===== config.mk =====
export PLATFORM = sky130hd
export DESIGN_NAME = eg_att_ctrl
export DESIGN_NICKNAME = d
export VERILOG_FILES = /design/src/rtl/eg_pkg.sv /design/src/rtl/eg_rate_calc.sv /design/src/rtl/eg_att_ctrl.sv
export SDC_FILE = /design/constraint.sdc
export NUM_CORES = 1
export LEC_CHECK = 0
export CAP_MARGIN = 10
export CORE_MARGIN = 8
export CORE_UTILIZATION = 58
export DETAILED_ROUTE_END_ITERATION = 7
export HOLD_SLACK_MARGIN = 0.06
export PLACE_DENSITY = 0.83
export SLEW_MARGIN = 40
export SYNTH_ARGS = -nofsm -noshare
export SYNTH_HDL_FRONTEND = slang
export SYNTH_SLANG_ARGS = --single-unit
export TNS_END_PERCENT = 30

===== constraint.sdc =====
create_clock -name clk -period 11.4 [get_ports clk]
set_input_delay 2.28 -clock clk [delete_from_list [all_inputs] [get_ports clk]]
set_output_delay 2.28 -clock clk [all_outputs]
set_load 0.01 [all_outputs]

===== src/rtl/eg_pkg.sv =====
// Shared envelope-generator types: phase encoding, attenuation limit and
// the per-rate attenuation increment.
package eg_pkg;

  typedef enum logic [2:0] {
    ATTACK  = 3'd0,
    DECAY1  = 3'd1,
    DECAY2  = 3'd2,
    RELEASE = 3'd7
  } eg_state_t;

  localparam logic [9:0] EG_ATT_MAX = 10'h3FF;

  // Slow rates move by one step; the top four rate groups move faster.
  function automatic logic [3:0] inc_for_rate(input logic [5:0] rate);
    if (rate < 6'd48)          return 4'd1;
    else if (rate[5:2] == 4'd12) return 4'd2;
    else if (rate[5:2] == 4'd13) return 4'd4;
    else                       return 4'd8;
  endfunction

endpackage


===== src/rtl/eg_rate_calc.sv =====
// Effective rate, counter shift and rate-counter phase for the current
// envelope phase. Purely combinational so the step decision downstream
// sees them in the same cycle.
module eg_rate_calc
  import eg_pkg::*;
(
  input  eg_state_t   state,
  input  logic [4:0]  ar,
  input  logic [4:0]  d1r,
  input  logic [4:0]  d2r,
  input  logic [3:0]  rr,
  input  logic [4:0]  keycode,
  input  logic [1:0]  ks,
  input  logic [11:0] eg_cnt,
  output logic [5:0]  rate,
  output logic [3:0]  shift,
  output logic [2:0]  cnt
);

  logic [4:0] base;
  logic [4:0] ks_term;
  logic [6:0] sum;

  // Select the phase rate, add key scaling and clamp to 63.
  always_comb begin
    base = 5'd0;
    case (state)
      ATTACK:  base = ar;
      DECAY1:  base = d1r;
      DECAY2:  base = d2r;
      default: base = {rr, 1'b1};
    endcase
    ks_term = keycode >> (2'd3 - ks);
    sum     = {1'b0, base, 1'b0} + {2'b00, ks_term};
    if (base == 5'd0)       rate = 6'd0;
    else if (sum > 7'd63)   rate = 6'd63;
    else                    rate = sum[5:0];
    shift = (rate < 6'd48) ? (4'd11 - rate[5:2]) : 4'd0;
    // bits above eg_cnt[11] read as zero for the slowest rates
    cnt   = 3'(eg_cnt >> shift);
  end

endmodule


===== src/rtl/eg_att_ctrl.sv =====
// Envelope attenuation controller: phase FSM, tick divider, envelope
// counter and attenuation update.
//
// state   | meaning
// --------+------------------------------------------------------------
// ATTACK  | attenuation falls exponentially toward 0 (loudest)
// DECAY1  | attenuation rises linearly until it reaches the sustain level
// DECAY2  | attenuation keeps rising until saturation; held until keyon edge
// RELEASE | key released, attenuation rises to 0x3FF; reset state
module eg_att_ctrl
  import eg_pkg::*;
(
  input  logic        clk,
  input  logic        rst_n,
  input  logic        clk_en,
  input  logic        keyon,
  input  logic [4:0]  ar,
  input  logic [4:0]  d1r,
  input  logic [4:0]  d2r,
  input  logic [3:0]  rr,
  input  logic [3:0]  sl,
  input  logic [4:0]  keycode,
  input  logic [1:0]  ks,
  input  logic        step,
  output logic [2:0]  state,
  output logic [5:0]  rate,
  output logic [2:0]  cnt,
  output logic [9:0]  eg_att
);

  logic [1:0]  div;
  logic [11:0] eg_cnt;
  logic        kon_q;
  eg_state_t   state_q;
  logic [9:0]  att_q;
  logic [3:0]  shift;
  logic        eg_tick;
  logic        upd;
  logic [11:0] upd_mask;
  logic [3:0]  inc;
  logic [13:0] prod;
  logic [10:0] att_sum;
  logic [9:0]  att_step;
  logic [9:0]  att_upd;
  logic [4:0]  sl_lvl;
  logic        kon_rise;
  logic        kon_fall;

  eg_rate_calc u_rate_calc (
    .state   (state_q),
    .ar      (ar),
    .d1r     (d1r),
    .d2r     (d2r),
    .rr      (rr),
    .keycode (keycode),
    .ks      (ks),
    .eg_cnt  (eg_cnt),
    .rate    (rate),
    .shift   (shift),
    .cnt     (cnt)
  );

  assign state    = state_q;
  assign eg_att   = att_q;
  assign eg_tick  = clk_en && (div == 2'd2);
  assign upd_mask = (12'd1 << shift) - 12'd1;
  assign upd      = eg_tick && ((eg_cnt & upd_mask) == 12'd0);
  assign inc      = inc_for_rate(rate);
  assign sl_lvl   = (sl == 4'hF) ? 5'd31 : {sl, 1'b0};
  assign kon_rise = keyon && !kon_q;
  assign kon_fall = !keyon && kon_q;

  // Divide the sample enable by three and count envelope ticks.
  always_ff @(posedge clk or negedge rst_n) begin
    if (!rst_n) begin
      div    <= 2'd0;
      eg_cnt <= 12'd0;
    end else if (clk_en) begin
      div <= (div == 2'd2) ? 2'd0 : div + 2'd1;
      if (eg_tick) eg_cnt <= eg_cnt + 12'd1;
    end
  end

  // Candidate attenuation after one step in the current phase.
  always_comb begin
    prod    = {4'd0, att_q} * {10'd0, inc};
    att_sum = {1'b0, att_q} + {7'd0, inc};
    if (state_q == ATTACK) begin
      // only att_q == 0 could go negative; every other value stays >= 0
      att_step = (att_q == 10'd0) ? 10'd0 : att_q - 10'(prod >> 4) - 10'd1;
    end else begin
      att_step = att_sum[10] ? EG_ATT_MAX : att_sum[9:0];
    end
    att_upd = (upd && step) ? att_step : att_q;
  end

  // Phase FSM: keyon edges win over any step; otherwise apply the step
  // and then test the phase exit against the updated attenuation.
  always_ff @(posedge clk or negedge rst_n) begin
    if (!rst_n) begin
      state_q <= RELEASE;
      att_q   <= EG_ATT_MAX;
      kon_q   <= 1'b0;
    end else if (clk_en) begin
      kon_q <= keyon;
      if (kon_rise) begin
        if (rate >= 6'd62) begin
          att_q   <= 10'd0;
          state_q <= DECAY1;
        end else begin
          state_q <= ATTACK;
        end
      end else if (kon_fall) begin
        state_q <= RELEASE;
      end else begin
        att_q <= att_upd;
        case (state_q)
          ATTACK:  if (att_upd == 10'd0) state_q <= DECAY1;
          DECAY1:  if (att_upd[9:5] >= sl_lvl) state_q <= DECAY2;
          default: ;
        endcase
      end
    end
  end

endmodule


# Yosys cells after proc, flatten, opt, wreduce, memory -nomap -nowiden
# Cells that the tools add are included.
# totals
mem_count	0
input_bits	35
ff_bits	28
latch_bits	0
rom_bits	0
wordCells	71
mem_bits_rw	0
# classes
bitwise_logic	1
n_eq_ne	10
n_mul	1
reduce_logical	16
n_lt_le_gt_ge	4
n_shift	3
addsub	9
n_mux	22
div_mod_pow	0
# op_table
cell	count
$mux W10	7
$logic_not A10 Y1	2
$mux W4	4
$pmux W5 S3	1
$mul A10 B4 Y14	1
$add A12 B1 Y12 const B	1
$and A12 B12 Y12	1
$eq A4 B4 Y1 const B	3
$logic_not A12 Y1	1
$mux W3	4
$mux W6	2
$shl A1 B4 Y12 const A	1
$shr A12 B4 Y3	1
$sub A12 B1 Y12 const B	1
$add A10 B4 Y11	1
$sub A10 B1 Y10 const B	1
$sub A10 B10 Y10	1
$add A6 B5 Y7	1
$gt A7 B6 Y1 const B	1
$ge A6 B6 Y1 const B	1
$lt A6 B6 Y1 const B	1
$pmux W3 S2	1
$ge A5 B5 Y1	1
$logic_and A1 B1 Y1	5
other kinds (21)	22

# Depth between registers and ports, before layout
# depth
depth_word	21
depth_mapped	47
mapped_depth_nobuf	45

# By module
# A second synthesis with hierarchy kept.
# hier_totals
cells_unflattened	595
hier_area_um2	4782.1
# by_module_without_submodules
mod	area_each_um2	n_inst	cells_each
eg_att_ctrl	3622.2	1	435
eg_rate_calc	1159.9	1	160

# Worst setup path after synthesis
# No wires, ideal clock.
# synth_path
path_kind	input to register
from	in ks[1]
to	reg state_q[0] (netlist: state[0])
path_slack_ps	-55
path_buffers	2
path_stages	45
arrival_time_ps	11394
t_required_ps	11340
cell_sequence	clkbuf_1 mux2_2 nor2_1 a21oi_1 ha_1 inv_1 fa_1 nor2b_1 nor4b_1 nand3_1 nand2_1 nor3_1 clkbuf_1 and2_1 ha_1 fa_1 inv_1 fa_1 (+9 left out) xor2_1 ha_1 and3_1 a2111oi_0 o211ai_1 xnor2_1 o21ai_0 a21oi_1 ha_1 inv_1 o21ai_0 nand3_1 or3_1 nor4b_1 mux2i_1 a2111o_1 a21oi_1 o21a_1
# synth_via
elab_chain_cells	19
word_cells_on_any_way	36
# synth_lines
item	line_no	source
from (decl)	eg_att_ctrl.sv:23	input logic [1:0] ks,
$sub A2 B2 Y2 *	eg_rate_calc.sv:33	ks_term = keycode >> (2'd3 - ks);
$shr A5 B2 Y5 *	eg_rate_calc.sv:33	
$add A6 B5 Y7 *	eg_rate_calc.sv:34	sum = {1'b0, base, 1'b0} + {2'b00, ks_term};
$gt A7 B6 Y1	eg_rate_calc.sv:36	else if (sum > 7'd63) rate = 6'd63;
$mux W6 *	eg_rate_calc.sv:36	
$mux W6 *	eg_rate_calc.sv:35	if (base == 5'd0) rate = 6'd0;
branches (longest 13 deep; another with $mul A10 B4 Y14)	n/a	
to (signal assigned)	eg_att_ctrl.sv:101	state_q <= RELEASE;
to (signal assigned)	eg_att_ctrl.sv:118	ATTACK: if (att_upd == 10'd0) state_q <= DECAY1;
to (signal assigned)	eg_att_ctrl.sv:119	DECAY1: if (att_upd[9:5] >= sl_lvl) state_q <= DECAY2;
to (decl)	eg_att_ctrl.sv:34	eg_state_t state_q;
# Mark *: on every way between the ends.
# A chain may end at the register's enable or synchronous reset.

# Worst setup path in the final report
# layout_path
from	in keycode[4]
to	reg state_q[1] (netlist: state[1])
# layout_via
elab_chain_cells	18
word_cells_on_any_way	32
# layout_lines
item	line_no	source
from (decl)	eg_att_ctrl.sv:22	input logic [4:0] keycode,
$shr A5 B2 Y5 *	eg_rate_calc.sv:33	
$add A6 B5 Y7 *	eg_rate_calc.sv:34	
$gt A7 B6 Y1	eg_rate_calc.sv:36	
$mux W6 *	eg_rate_calc.sv:36	
$mux W6 *	eg_rate_calc.sv:35	
branches (longest 9 deep; another with $mul A10 B4 Y14)	n/a	
$mux W10 *	eg_att_ctrl.sv:94	att_upd = (upd && step) ? att_step : att_q;
$ge A5 B5 Y1 or $logic_not A10 Y1 (tied branches)	eg_att_ctrl.sv:119, eg_att_ctrl.sv:118	
$ne A4 B4 Y1 (no source line) or $ne A4 B3 Y1 (tied branches)	n/a	
$reduce_and A4 Y1 (no source line) *	n/a	
# Marked as above.

==> results.tsv <==
stage	metric	value	unit
run_status	status	finished, final reports clean	
setup_path	CP Launch Type	input pin	
drt	WL/cell	18.09	um
global_routing	GRT Overall Usage	0.2473	
clocking	CTS tree	built	
setup_path	CP arrival	11.29	ns
clocking	root buffer cell	clkbuf_8	
timing	skew final	0.009137	ns
timing	max-slew violation count	0	
placed_design	HPWL Detailed	11.44	mm
yosys	Yosys top cell area share	0.1114	
yosys	synth unique cells	75	
global_routing	global-route wire length before repair	23.52	mm
worst_hold_path	Hold Crit Start	eg_cnt[11]	
setup_path	critical path class	input pin to register	
run	Max-Cap Viols	0	
cells_and_area	Area Overhead vs Synth	31.09	%
floorplan	row count	33	
drt	vias post-DR	5097	
clocking	Reg clk slew, reported paths	0.10	ns
timing	hold violation total from the final report	0	
yosys	most numerous cell in the Yosys netlist	nand2_1	
drt	Antenna Violating Nets Remaining	0	
cells_and_area	Util after Layout	0.7680	
yosys	post-synthesis register bit count	28	
drt	drt via density	6.171	
floorplan	Chip Height	106.2	um
timing	post-route setup slack	0.3280	ns
clocking	CTS Buffer Depth	2	
worst_hold_path	Hold EP	eg_cnt[11]	
drt	DRT iter0 DRCs	281	
floorplan	core area	0.008051	sq mm
timing	relative slew slack	0.5152	
yosys	mapped cell area	0.004717	sq mm
yosys	Synth async-reset ratio	1.000	
timing	f_max	90.32	MHz
yosys	synth top area cells	ha_1 (11%), dfrtp_1 (8.0%), fa_1 (7.6%)	
clocking	latest clock arrival within the worst-skew pair	0.28	ns
drt	final WL	14.95	mm
timing	Final Setup Violations	0	
clocking	TritonCTS Buffers	3	
drt	# DRC	0	
yosys	Mapped Cells	614	
floorplan	Starting Density	0.5859	
yosys	Post-Syn Area per Cell	7.682	sq um
setup_path	CP peak stage delay	0.52	ns
yosys	Commonest cells post-synth	nand2_1 (61), inv_1 (54), nor2_1 (48), a21oi_1 (44), ha_1 (42)	
setup_path	Slowest-stage cell, CP	fa_1	
yosys	Top FF cell, synth	dfrtp_1	
setup_path	reg2reg end	state[1]	
floorplan	die area	0.01127	sq mm
setup_path	FF-to-FF Start	state[0]	
worst_hold_path	WHS Path Cells	1	
setup_path	worst path required time	11.62	ns
setup_path	Register-to-Register Path Depth	42	
clocking	# clock sinks	28	
yosys	number of synthesized flops with an enable pin	0	
floorplan	Die W	106.2	um
global_routing	total gr overflow	0	
yosys	synth warn	0	
global_routing	initial antenna violation count	0	
drt	drt first pass iters	5	
timing	final worst path period need	11.07	ns
clocking	H-tree Lvls	1	
floorplan	IO Count	57	
worst_hold_path	Hold Path Class	register to register	
timing	part of the cycle the worst path needs	0.9712	
setup_path	r2r setup slk	1.85	ns
yosys	most area-hungry cell type in the Yosys netlist	ha_1	
setup_path	Max FO, Critical Path	4	
placed_design	# port buffers	56	
placed_design	GP Congestion	0.9995	
timing	Slew @ Worst Pin	0.7249	ns
timing	Hold WS	0.5039	ns
yosys	sequential area share after synthesis	0.1520	
cells_and_area	antenna cell count	0	
setup_path	most used cell along the critical path	inv_1	
cells_and_area	final-stage net count	817	
setup_path	crit path capture type	register	
global_routing	number of global-route vias before repair	5116	
global_routing	largest net degree at the start of global routing	29	
placed_design	pre-CTS setup slack	-0.6793	ns
cells_and_area	share of layout cells above drive strength 1	0.2219	
yosys	syn nets	709	
state kept, by name, indices dropped and copies added, names as in the netlist:
| register | flops |
|---|---|
| div | 2 |
| kon_q | 1 |
| eg_cnt | 12 |
| eg_att | 10 |
| state | 3 |
worst max-delay path: cells and delay by family:
| kind | cells | cell delay [ns] |
|---|---|---|
| XOR/XNOR | 2 | 0.24 |
| AND/OR/NAND/NOR | 14 | 2.46 |
| buffers and inverters | 8 | 1.10 |
| multiplexers | 2 | 0.27 |
| adder cells (fa/ha/maj) | 7 | 2.44 |
| AO/OA/AOI/OAI | 13 | 2.47 |
cells by family (layout without fill, tap and decap cells):
kind of cell	Yosys count	in the layout	share of synthesized area
flops	28	28	0.1520
fa+ha+maj	60	60	0.1878
xor+xnor	34	34	0.06313
compound gates	154	154	0.2297
buf+inv	87	194	0.07480
simple gates	230	230	0.2464
mux	21	21	0.04615
metal layers:
layer | GRT usage | wire (um)
met5 | 0 | 0
met4 | 0.1407 | 781
met3 | 0.02904 | 891
met2 | 0.4482 | 7684
met1 | 0.2740 | 5589
placed cells by master, fill, tap and decap left out, drive strengths merged, types with 8 or more instances in the layout:
cell type	synthesis	layout
ha	42	42
and3	24	24
clkdlybuf4s50	0	53
a22o	8	8
mux2i	15	15
dfstp	13	13
buf	8	80
fa	18	18
inv	54	54
nor2	48	48
or3	8	8
nor3	21	21
nor2b	12	12
xnor2	19	19
o21a	8	8
dfrtp	15	15
a21oi	44	44
o21ai	22	22
a21o	9	9
nand3	15	15
nand2	61	61
xor2	15	15
layout make-up:
class	count	area (sq um)
Clock inverter	1	30.03
Tap cell	105	131.4
Inverter	54	202.7
Multi-Input combinational cell	499	3889
Clock buffer	3	41.29
Sequential cell	28	716.9
Timing Repair Buffer	136	1172
Fill cell	614	1868
stage by stage:
stage          TNS (ns)  area, sq um  instances
4_1_cts               0         5943        818
2_1_floorplan         0         4728        614
6_report              0         6183        826
5_1_grt         -0.1368         6183        826
3_5_place_dp     -1.961         5814        814
3_3_place_gp    -0.5992         5811        814
worst max path at each step:
stage	to	start	slack, ns	cells past startpoint
after CTS	state[0]	ks[1]	0.03	44
final	state[1]	keycode[4]	0.33	46
after global routing	state[1]	keycode[4]	-0.05	46
after global placement	state[0]	ks[1]	-0.21	44
after floorplan	state[0]	ks[1]	0.04	44
after detailed placement	state[0]	ks[1]	-0.68	44
timing repair:
action | in CTS | in global routing
pin swaps | 1 | 21
hold endpoints to repair | 0 | 0
setup endpoints to repair | 3 | 3
setup buffers | 0 | 8
hold buffers | 0 | 0
resized for setup | 14 | 40
Power is not shown: default switching activity piles up to over one toggle a cycle in this logic, so the estimate is an artifact.
